$ cat src/rtl/iq_stream_framer.sv
`default_nettype none
// ============================================================================
// Module   : iq_stream_framer
// Purpose  : Decimates I/Q pairs, sign-extends them to 16 bits and packs {Q,I}
//            words with a frame-start strobe. IQ_FRAMER_TESTPAT_EN adds a
//            counting test source selected by test_mode.
// Revision : 1.0
// ============================================================================
module iq_stream_framer #(
   parameter int IN_W      = 12,
   parameter int FRAME_LEN = 1024
) (
   input  logic            clk,
   input  logic            rst_n,
   input  logic            start,
   input  logic            stop,
   input  logic [3:0]      dec,
   input  logic [IN_W-1:0] in_i,
   input  logic [IN_W-1:0] in_q,
   input  logic            in_valid,
`ifdef IQ_FRAMER_TESTPAT_EN
   input  logic            test_mode,
`endif
   output logic [31:0]     dout,
   output logic            den,
   output logic            dsync,
   output logic            busy,
   output logic [15:0]     frame_cnt
);

   localparam int                c_WC_W      = (FRAME_LEN > 1) ? $clog2(FRAME_LEN) : 1;
   localparam logic [c_WC_W-1:0] c_LAST_WORD = c_WC_W'(FRAME_LEN - 1);

   localparam logic [1:0] c_IDLE     = 2'd0;
   localparam logic [1:0] c_RUN      = 2'd1;
   localparam logic [1:0] c_STOPPING = 2'd2;

   logic [1:0]        r_state;
   logic [3:0]        r_dec;
   logic [3:0]        r_dec_cnt;
   logic [c_WC_W-1:0] r_word_cnt;
   logic [15:0]       r_frame_cnt;
   logic [31:0]       r_dout;
   logic              r_den;
   logic              r_dsync;

   logic [15:0]       w_i16;
   logic [15:0]       w_q16;
   logic [31:0]       w_word;
   logic              w_active;
   logic              w_emit;
   logic              w_last;

   generate
      if (IN_W >= 16) begin : g_ext_full
         assign w_i16 = in_i[15:0];
         assign w_q16 = in_q[15:0];
      end else begin : g_ext_sign
         assign w_i16 = {{(16-IN_W){in_i[IN_W-1]}}, in_i};
         assign w_q16 = {{(16-IN_W){in_q[IN_W-1]}}, in_q};
      end
   endgenerate

   assign w_active = (r_state != c_IDLE);
   assign w_emit   = w_active && in_valid && (r_dec_cnt == 4'd0);
   assign w_last   = w_emit && (r_word_cnt == c_LAST_WORD);

`ifdef IQ_FRAMER_TESTPAT_EN
   logic [15:0] r_tp_i;
   logic [15:0] r_tp_q;

   // Counters advance on every emitted word so the pattern stays word-aligned
   // even while test_mode toggles.
   always_ff @(posedge clk or negedge rst_n) begin
      if (!rst_n) begin
         r_tp_i <= 16'd0;
         r_tp_q <= 16'd0;
      end else if (!w_active && start) begin
         r_tp_i <= 16'd0;
         r_tp_q <= 16'd0;
      end else if (w_emit) begin
         r_tp_i <= r_tp_i - 16'd1;
         r_tp_q <= r_tp_q + 16'd1;
      end
   end

   assign w_word = test_mode ? {r_tp_q, r_tp_i} : {w_q16, w_i16};
`else
   assign w_word = {w_q16, w_i16};
`endif

   always_ff @(posedge clk or negedge rst_n) begin
      if (!rst_n) begin
         r_state     <= c_IDLE;
         r_dec       <= 4'd0;
         r_dec_cnt   <= 4'd0;
         r_word_cnt  <= '0;
         r_frame_cnt <= 16'd0;
         r_dout      <= 32'd0;
         r_den       <= 1'b0;
         r_dsync     <= 1'b0;
      end else begin
         r_den   <= 1'b0;
         r_dsync <= 1'b0;

         case (r_state)
            c_IDLE: begin
               if (start) begin
                  r_state     <= c_RUN;
                  r_dec       <= dec;
                  r_dec_cnt   <= 4'd0;
                  r_word_cnt  <= '0;
                  r_frame_cnt <= 16'd0;
               end
            end
            c_RUN: begin
               // A stop landing on a frame's last word has nothing left to finish.
               if (stop) r_state <= w_last ? c_IDLE : c_STOPPING;
            end
            c_STOPPING: begin
               if (w_last) r_state <= c_IDLE;
            end
            default: r_state <= c_IDLE;
         endcase

         if (w_active && in_valid) begin
            r_dec_cnt <= (r_dec_cnt == 4'd0) ? r_dec : r_dec_cnt - 4'd1;
         end

         if (w_emit) begin
            r_dout  <= w_word;
            r_den   <= 1'b1;
            r_dsync <= (r_word_cnt == '0);
            if (w_last) begin
               r_word_cnt  <= '0;
               r_frame_cnt <= r_frame_cnt + 16'd1;
            end else begin
               r_word_cnt  <= r_word_cnt + c_WC_W'(1);
            end
         end
      end
   end

   // The final word's strobe still counts as busy time.
   assign busy      = w_active | r_den;
   assign dout      = r_dout;
   assign den       = r_den;
   assign dsync     = r_dsync;
   assign frame_cnt = r_frame_cnt;

endmodule
`default_nettype wire

$ cat config.mk
export PLATFORM = sky130hd
export DESIGN_NAME = iq_stream_framer
export DESIGN_NICKNAME = d
export VERILOG_FILES = /design/src/rtl/iq_stream_framer.sv
export SDC_FILE = /design/constraint.sdc
export NUM_CORES = 1
export LEC_CHECK = 0
export CORE_ASPECT_RATIO = 0.7
export CORE_MARGIN = 2
export CORE_UTILIZATION = 38
export CTS_BUF_LIST = sky130_fd_sc_hd__clkbuf_16
export DETAILED_ROUTE_END_ITERATION = 10
export GPL_TIMING_DRIVEN = 0
export MAX_ROUTING_LAYER = met4
export PLACE_DENSITY = 0.64
export SYNTH_ARGS = -nofsm -noshare
export SYNTH_HDL_FRONTEND = slang
export SYNTH_SLANG_ARGS = --single-unit
export TNS_END_PERCENT = 30
$ cat constraint.sdc
create_clock -name clk -period 2.75 [get_ports clk]
set_clock_uncertainty 0.1 [all_clocks]
set_input_delay 0.55 -clock clk [delete_from_list [all_inputs] [get_ports clk]]
set_output_delay 0.55 -clock clk [all_outputs]
set_load 0.02 [all_outputs]
==> flow_summary.ini, run 1 <==
[worst_setup_path]
r2r-end = frame_cnt[2]
reg2reg_depth = 8
critPathCapture = busy
cp.required_ns = 2.10
r2r_start = r_dec_cnt[0]
worstSetupStartpoint = r_state[1]
worstPathMaxFanout = 8
crit_arrival_ns = 1.79
crit_path_end_kind = primary output
start_kind = flip-flop
r2r_slack_ns = 0.35
critical_path_class = reg -> out

[synthesis]
synth_top_cell_by_area = dfrtp_1
synth_top_family_by_area = simple AND/OR/NAND/NOR gates
ys_types = 41
muxShareOfSynthArea = 0.0237
synth_area_um2 = 3000
synth-seq-cells = 62
synth-simple-area-share = 0.272
yosysSeqAreaShare = 0.516
yosys-top-cells-area = dfrtp_1 52%, nand2_1 13%, a21oi_1 2.7%, o21ai_0 2.7%, nand4_1 2.3%
synth_compound_area_frac = 0.105
synthXorXnorAreaFrac = 0.00583
synth_ff_type = dfrtp_1
async_flop_share = 1.00
synth-edff-count = 0
synth_top_area_share = 0.516
synth_cells = 334
syn_avg_cell_area_um2 = 8.99
synthAdderAreaFrac = 0.0208
yosys_warnings = 0
syn_nets = 372

[clock_network]
cts-resized-gates = 0
clk_pin_slew_ns = 0.05
clockRootBuffer = clkbuf_16
hold_buffers = 0
cts_max_level = 3
clockBufferDepth = 2
postCtsSetupBuffers = 0
clock-sinks = 62
cts_buffers = 9
cts_tree = done
clock_latency_ns = 0.33

[placement]
dp_slack_ns = 0.108
port_buffers = 83
post-place-cells = 518
gp_congestion = 0.819
dp_hpwl_um = 5430
place_area_um2 = 3960

[drt]
vias = 2699
drtPass1Iterations = 4
drt_iter0_markers = 128
avgRoutedWirePerCell_um = 14.6
drc_errors = 0
routed_via_density = 5.05
antenna_left = 0
wirelength_um = 7780

[sta]
finalHoldViolCount = 0
slew_headroom = 0.416
fmax_mhz = 410
finalSetupViolations = 0
rsz0062_at_grt = false
worst_slew_pin_slew_ns = 0.874
tns_ns = 0
fin_ws_ns = 0.309
finalCriticalPeriod_ns = 2.44
slew_viol_final = 0
finalCritPeriodShare = 0.888

[layout]
fin_area_um2 = 4220
fillCellCount = 722
fin_cells = 534
layout-drive-gt1-share = 0.0670
finalCoreUtilization = 0.543
diodes = 0
area_growth_pct = 40.4
fin_nets = 466

[die]
fp.coreArea_um2 = 7770
die_y_um = 78.4
die-area_um2 = 8640
io_pins = 84
rows = 27
dieWidth_um = 110
start_util = 0.387

[power_and_ir_drop]
seqPwrFrac = 0.335
p_clk_frac = 0.247
p_per_area_nw_per_um2 = 944
switching_power_uw = 1480
p_leak_uw = 0.00192
p_comb_frac = 0.418
peakVddDrop_mv = 0.497
p_int_uw = 2500
switching_share = 0.372

[run]
max-cap-violations = 0

[status]
status = finished, final reports clean

[grt]
antenna_found_initial = 0
grt.total_usage = 0.203
grt_pass1_vias = 2616
grt_remaining_overflow = 0
grt_max_degree = 63
grt_pass1_wl_um = 13000

[hold_path]
min_path_type = in -> async
-- flip-flops by register name (all words and copies together) (netlist names) --
signal,flops
r_state,2
r_dec,4
dsync,1
frame_cnt,16
dout,24
r_dec_cnt,4
r_word_cnt,10
den,1
-- cell usage in the layout, fill, tap and decap left out, types with 2 or more instances in the layout --
master,instances
nand3_1,10
nor2_1,7
inv_1,12
mux2i_1,6
and3_1,3
o211ai_1,2
or3_1,9
nand4_2,2
nand4_1,11
and4_1,2
clkinv_2,2
nor3b_1,4
a21o_1,2
buf_2,2
buf_4,10
or4_1,4
nor3_1,3
dfrtp_1,62
ha_1,5
clkdlybuf4s50_1,82
o31ai_1,5
nand2_1,106
a21oi_1,16
o21ai_0,16
a31oi_1,6
clkbuf_16,9
clkinv_1,3
clkbuf_1,10
nor4_1,5
-- Yosys cell counts, types with 2 or more instances --
cell,n
clkbuf_1,10
nand4_1,11
inv_1,11
o31ai_1,5
and3_1,3
o211ai_1,2
a31oi_1,6
buf_2,2
nor3b_1,4
a21oi_1,16
o21ai_0,16
nor2_1,7
nor3_1,3
or3_1,9
nand3_1,10
a21o_1,2
dfrtp_1,62
nor4_1,5
and4_1,2
buf_4,9
nand2_1,106
nand4_2,2
ha_1,5
mux2i_1,6
or4_1,4
-- power groups by stage --
stage	clock network, µW	logic, µW	registers (µW)
finish	984	1660	1330
global route	1050	1830	1370
CTS	1010	1680	1330
detailed placement	0	1670	1340
global placement	0	1650	1330
floorplan	0	758	1530
-- worst min-delay path by stage --
| stage | from | endpoint | slack (ns) | cells after the start |
|---|---|---|---|---|
| after global routing | rst_n | r_dec[2] | 0.27 | 1 |
| after floorplan | rst_n | den | 0.15 | 0 |
| after CTS | rst_n | r_dec_cnt[2] | 0.24 | 1 |
| after detailed placement | dout[1] | dout[1] | 0.36 | 2 |
| final | rst_n | r_dec[2] | 0.20 | 1 |
| after global placement | dout[22] | dout[22] | 0.36 | 2 |
-- cell families after synthesis --
family	count (synthesis)
muxes	7
xor gates and xnor gates	2
DFF	62
buffers and inverters	34
adders and majority gates	5
AOI/OAI and AO/OA	53
and+or+nand+nor	171
-- critical path, cell delays in order, from the launching register on --
cell and delay, ns:
dfrtp_1 0.35, clkbuf_1 0.18, or3_1 0.39, clkdlybuf4s50_1 0.54
-- area by class of cell --
class / count / area [µm²] / area share
clock inverters: 7 / 32.5 / 0.00772
well taps: 101 / 126 / 0.0300
multi-input cells: 238 / 1280 / 0.304
flip-flops and latches: 62 / 1550 / 0.368
repair buffers: 83 / 828 / 0.196
plain buffers: 23 / 130 / 0.0309
inverters: 11 / 41.3 / 0.00979
clock buffers: 9 / 225 / 0.0534
-- through the flow --
stage	hold slack, ns	total power (µW)
after floorplan	0.154	2280
after global routing	0.266	4240
after CTS	0.238	4020
after detailed placement	0.361	3010
after global placement	0.357	2980
final	0.202	3980
-- layer usage --
layer	global-route usage	routed length (µm)
met1	0.279	3850
met2	0.285	3370
met3	0.0739	471
met4	0.0525	83
met5	-	0
No activity file was read; power rests on OpenSTA's default activity.
==> run 2, diff against run 1 <==
SKIP_CTS_REPAIR_TIMING = 1   (was unset)
clock period = 2.7 ns   (was 2.75 ns; I/O delays follow)
==> results of run 2 <==
Same layout as run 1 (identical final DEF). Status: finished, final reports clean.
Among the figures that moved: setup slack after placement 0.108 ns -> 0.0676 ns; setup slack after layout 0.309 ns -> 0.269 ns; hold slack 0.202 ns -> 0.192 ns; register-to-register setup slack 0.35 ns -> 0.30 ns; total power 3980 µW -> 4050 µW; worst IR drop on VDD 0.497 mV -> 0.506 mV
